==> src/rtl/fib_pkg.sv <==
// Shared types, default widths and the round-robin pick helper for the fib engine arbiter.
package fib_pkg;

  localparam int unsigned FIB_N1 = 8;
  localparam int unsigned FIB_N2 = 32;
  localparam int unsigned RR_MAX = 8;

  typedef enum logic [1:0] {
    IDLE  = 2'd0,
    ISSUE = 2'd1,
    WAIT  = 2'd2
  } arb_state_t;

  // Returns {found, idx}: first set bit of req scanning from ptr upward, modulo nreq.
  function automatic logic [3:0] rr_pick(input logic [7:0] req, input logic [2:0] ptr,
                                         input int unsigned nreq);
    logic       found;
    logic [2:0] idx;
    logic [2:0] cand;
    found = 1'b0;
    idx   = '0;
    for (int unsigned k = 0; k < RR_MAX; k++) begin
      cand = 3'((32'(ptr) + k) % nreq);
      if (!found && (k < nreq) && req[cand]) begin
        found = 1'b1;
        idx   = cand;
      end
    end
    return {found, idx};
  endfunction

endpackage

==> src/rtl/rr_arb.sv <==
// Combinational round-robin picker: grants the first requester at or after ptr.
module rr_arb
  import fib_pkg::*;
#(
  parameter  int unsigned NREQ = 4,
  localparam int unsigned IDW  = $clog2(NREQ)
) (
  input  logic [NREQ-1:0] req,
  input  logic [IDW-1:0]  ptr,
  output logic [NREQ-1:0] gnt_onehot,
  output logic [IDW-1:0]  gnt_idx,
  output logic            found
);

  logic [3:0] pick;

  always_comb begin
    pick       = rr_pick(8'(req), 3'(ptr), NREQ);
    found      = pick[3];
    gnt_idx    = IDW'(pick[2:0]);
    gnt_onehot = found ? (NREQ'(1) << gnt_idx) : '0;
  end

endmodule

==> src/rtl/fib_arbiter.sv <==
// Shares one Fibonacci engine among NREQ requesters with round-robin grants,
// one job in flight, and routes each result back to the requester that issued it.
module fib_arbiter
  import fib_pkg::*;
#(
  parameter  int unsigned NREQ = 4,
  parameter  int unsigned N1   = FIB_N1,
  parameter  int unsigned N2   = FIB_N2,
  localparam int unsigned IDW  = $clog2(NREQ)
) (
  input  logic             clk,
  input  logic             rst_n,
  input  logic [NREQ-1:0]    req_vld,
  input  logic [NREQ*N1-1:0] req_n,
  output logic [NREQ-1:0]    req_rdy,
  output logic [NREQ-1:0]    rsp_vld,
  output logic [N2-1:0]      rsp_data,
  input  logic [NREQ-1:0]    rsp_rdy,
  output logic             eng_vld_in,
  output logic [N1-1:0]    eng_fib_in,
  input  logic             eng_rdy_in,
  input  logic             eng_vld_out,
  input  logic [N2-1:0]    eng_fib_out,
  output logic             eng_rdy_out,
  output logic             busy,
  output logic [IDW-1:0]   owner
);

  arb_state_t     state_q;
  logic [IDW-1:0] rr_ptr_q;
  logic [IDW-1:0] owner_q;
  logic [N1-1:0]  n_lat_q;

  logic [NREQ-1:0] gnt_onehot;
  logic [IDW-1:0]  gnt_idx;
  logic            gnt_found;
  logic [N1-1:0]   req_n_arr [NREQ];

  for (genvar i = 0; i < NREQ; i++) begin : g_unpack
    assign req_n_arr[i] = req_n[i*N1 +: N1];
  end

  rr_arb #(
    .NREQ(NREQ)
  ) u_rr_arb (
    .req       (req_vld),
    .ptr       (rr_ptr_q),
    .gnt_onehot(gnt_onehot),
    .gnt_idx   (gnt_idx),
    .found     (gnt_found)
  );

  always_ff @(posedge clk) begin
    if (!rst_n) begin
      state_q  <= IDLE;
      rr_ptr_q <= '0;
      owner_q  <= '0;
      n_lat_q  <= '0;
    end else begin
      case (state_q)
        IDLE: begin
          // A found grant is always a handshake: req_rdy mirrors the grant in IDLE.
          if (gnt_found) begin
            n_lat_q <= req_n_arr[gnt_idx];
            owner_q <= gnt_idx;
            if (32'(gnt_idx) == NREQ - 1) begin
              rr_ptr_q <= '0;
            end else begin
              rr_ptr_q <= gnt_idx + IDW'(1);
            end
            state_q <= ISSUE;
          end
        end
        ISSUE: begin
          if (eng_rdy_in) begin
            state_q <= WAIT;
          end
        end
        WAIT: begin
          if (eng_vld_out && rsp_rdy[owner_q]) begin
            state_q <= IDLE;
          end
        end
        default: state_q <= IDLE;
      endcase
    end
  end

  // Result path is a straight pass-through so the requester sees it the same cycle.
  always_comb begin
    req_rdy     = '0;
    rsp_vld     = '0;
    rsp_data    = '0;
    eng_vld_in  = 1'b0;
    eng_fib_in  = '0;
    eng_rdy_out = 1'b0;
    case (state_q)
      IDLE: req_rdy = gnt_onehot;
      ISSUE: begin
        eng_vld_in = 1'b1;
        eng_fib_in = n_lat_q;
      end
      WAIT: begin
        rsp_vld     = eng_vld_out ? (NREQ'(1) << owner_q) : '0;
        rsp_data    = eng_fib_out;
        eng_rdy_out = rsp_rdy[owner_q];
      end
      default: ;
    endcase
  end

  assign busy  = (state_q != IDLE);
  assign owner = owner_q;

endmodule

==> config.mk <==
export PLATFORM = sky130hd
export DESIGN_NAME = fib_arbiter
export DESIGN_NICKNAME = d
export VERILOG_FILES = /design/src/rtl/fib_pkg.sv /design/src/rtl/rr_arb.sv /design/src/rtl/fib_arbiter.sv
export SDC_FILE = /design/constraint.sdc
export NUM_CORES = 1
export LEC_CHECK = 0
export ABC_AREA = 1
export BUFFER_PORTS_ARGS = -buffer_cell sky130_fd_sc_hd__buf_2
export CAP_MARGIN = 40
export CORE_ASPECT_RATIO = 1.5
export CORE_MARGIN = 4
export CORE_UTILIZATION = 43
export CTS_CLUSTER_SIZE = 16
export DETAILED_ROUTE_END_ITERATION = 12
export PLACE_DENSITY = 0.87
export RECOVER_POWER = 25
export SYNTH_ARGS = -nofsm -noshare
export SYNTH_HDL_FRONTEND = slang
export SYNTH_SLANG_ARGS = --single-unit
==> constraint.sdc <==
create_clock -name clk -period 2.98 [get_ports clk]
set_input_delay 0.596 -clock clk [delete_from_list [all_inputs] [get_ports clk]]
set_output_delay 0.596 -clock clk [all_outputs]
set_load 0.01 [all_outputs]
==> flow_summary.yaml <==
outcome:
  status: "completed"
global_routing:
  grt_max_degree: 34
  track_usage_pct: 21.74
  gr-total-overflow: 0
  antenna_found_initial: 0
  grt_pass1_vias: 2077
  grt_pass1_wl_um: 8707
cells_and_area:
  diodes: 0
  fin_nets: 526
  drive_above_1_share_pct: 30.65
  instances_no_fill: 490
  final_util_pct: 63.51
  final_common_cell: "buf_2"
  final_cell_area_um2: 2338
  syn_to_final_growth_pct: 42.35
  mostFrequentLayoutCells: "buf_2 (116), inv_1 (99), nand2_1 (59), nor2_1 (54), nand3_1 (31)"
  fill_cells: 359
power:
  finalPower_w: 0.002250
  peakVddDrop_v: 0.0008934
  leakage_nw: 1.636
  p_per_area_nw_per_um2: 962.3
synthesis:
  synthCells: 323
  ys_seq_elements: 14
  syn_area_um2: 1643
  ys_seq_area_share_pct: 17.06
  yosys_warnings: 0
  synthesis.nets: 400
  syn_avg_cell_area_um2: 5.086
  ys_types: 25
timing:
  setup-violations-final: 0
  finalMaxSlewViolations: 0
  finalSetupTns_ns: 0
  tightest_slew_ns: 0.8703
  hold_violations: 0
  skew_ns: 0.001340
  min_period_over_period_pct: 89.37
  fmax_mhz: 375.5
  slew_headroom_pct: 41.92
  finalCriticalPeriod_ns: 2.663
  rsz0062_at_grt: "no"
die:
  coreArea_um2: 3682
  rows: 27
  die_area_um2: 4894
  die_x_um: 58.47
  io_pins: 129
  initial_core_util_pct: 44.61
  die_y_um: 83.70
route:
  ant_nets: 0
  viasPerCell: 4.704
  drc_errors: 0
  drt_iter0_markers: 89
  routed_wl_um: 5433
  drt_pass1_iterations: 4
  vias: 2305
  wl_per_cell_um: 11.09
clock_network:
  cts_inserted_buffers: 3
  cts_tree: "yes"
  cts_buffer_depth: 2
  cts-root-buf: "clkbuf_8"
  clock_latency_ns: 0.25
  cts.sinks: 14
  cts.clk_slew.worst_paths_ns: 0.05
  h-tree-depth: 1
  holdBufCountCts: 0
worst_setup_path:
  required_ns: 2.38
  start_kind: "flop"
  arrival_ns: 2.07
  end_kind: "primary output"
  cp_max_fo: 17
  path_class: "reg -> out"
run:
  maxCapViolCount: 0
min_path:
  min-delay-path-class: "reg -> reg"
placement:
  io_buffers: 128
  placed_cells: 487
  dp_hpwl_um: 4624
  placedInstanceArea_um2: 2311
  gp_congestion: 0.9755
[final timing paths]
kind / start / to / slack [ns] / cells past startpoint
setup / recovery: rr_ptr_q[0] / req_rdy[2] / 0.32 / 13
hold / removal: n_lat_q[1] / n_lat_q[1] / 0.55 / 4
setup reg to reg: rr_ptr_q[0] / n_lat_q[7] / 0.86 / 12
hold reg to reg: n_lat_q[1] / n_lat_q[1] / 0.55 / 4
[per-layer routing]
metal	vias up	part of all wire, %	wire length, um	global-route usage (%)
met5	-	0	0	0
met4	0	3.8	208	9.283
met1	949	34	1851	21.58
met3	13	13	704	5.263
li1	1205	-	-	-
met2	138	49	2669	40.59
[power breakdown]
part / switching (W) / internal (W)
Clock: 0.0000639 / 0.0000895
Sequential: 0.0000652 / 0.000267
Combinational: 0.00116 / 0.000607
Total: 0.00129 / 0.000964
[area by class of cell]
cell class / count / area, um^2 / share of cell area (%)
Tap cell: 43 / 53.80 / 2.301
Inverter: 103 / 386.6 / 16.53
Clock buffer: 3 / 41.29 / 1.766
Sequential cell: 14 / 281.5 / 12.04
Timing Repair Buffer: 133 / 663.1 / 28.36
Multi-Input combinational cell: 194 / 912.1 / 39.00
[stage by stage]
step,worst slack (ns),hold WS (ns)
2_1_floorplan,0.6315,0.5110
3_3_place_gp,0.4357,0.5303
3_5_place_dp,0.3895,0.5343
4_1_cts,0.1521,0.5469
5_1_grt,0.1319,0.5918
6_report,0.3168,0.5465
[worst max-delay path, cell delays in order (launching register included)]
cell and delay, ns:
dfxtp_2 0.45, inv_2 0.14, nand2_1 0.11, nand3_1 0.11, nand2_2 0.12, inv_1 0.07, nand2_1 0.10, nand2_4 0.13
nand3_4 0.10, inv_2 0.04, nor2_1 0.14, inv_1 0.10, nor2_1 0.09, buf_2 0.13
[sequential cells by signal (all words and copies together), names as in the netlist]
signal    cells
n_lat_q       8
owner         2
rr_ptr_q      2
state_q       2
[synthesized netlist by cell type]
library cell  count  area share [%]
buf_4             1            0.46
a31o_2            1            0.53
clkbuf_1          1            0.23
a21oi_1          13             4.0
buf_2             6             1.8
nor3_1            5             1.5
clkinv_1          1            0.23
o21ai_0           3            0.91
nand3_1          31             9.4
nand4_1          16             6.1
dfxtp_1          14              17
nand2_1          59              13
nand2_2           3             1.1
nor2_1           54              12
a31oi_1           2            0.76
ha_1              1            0.76
buf_1             3            0.69
a211oi_1          1            0.46
nand3_4           2             2.1
nor2_4            1            0.69
nand3_2           1            0.61
buf_6             1            0.69
inv_2             3            0.69
nand2_4           1            0.69
inv_1            99              23
[kinds of logic after synthesis]
logic type	Yosys count	share of synthesized area, %
adders and majority gates	1	0.7615
and+or+nand+nor	173	48.13
DFF	14	17.06
AOI/OAI and AO/OA	20	6.626
buffers and inverters	115	27.42
[repair_timing]
item / 4_1_cts / 5_1_grt
resized for setup: 0 / 1
setup buffers: 0 / 0
endpoints found under the setup margin: 0 / 4
Note: power is estimated with default switching activity, not from simulation.
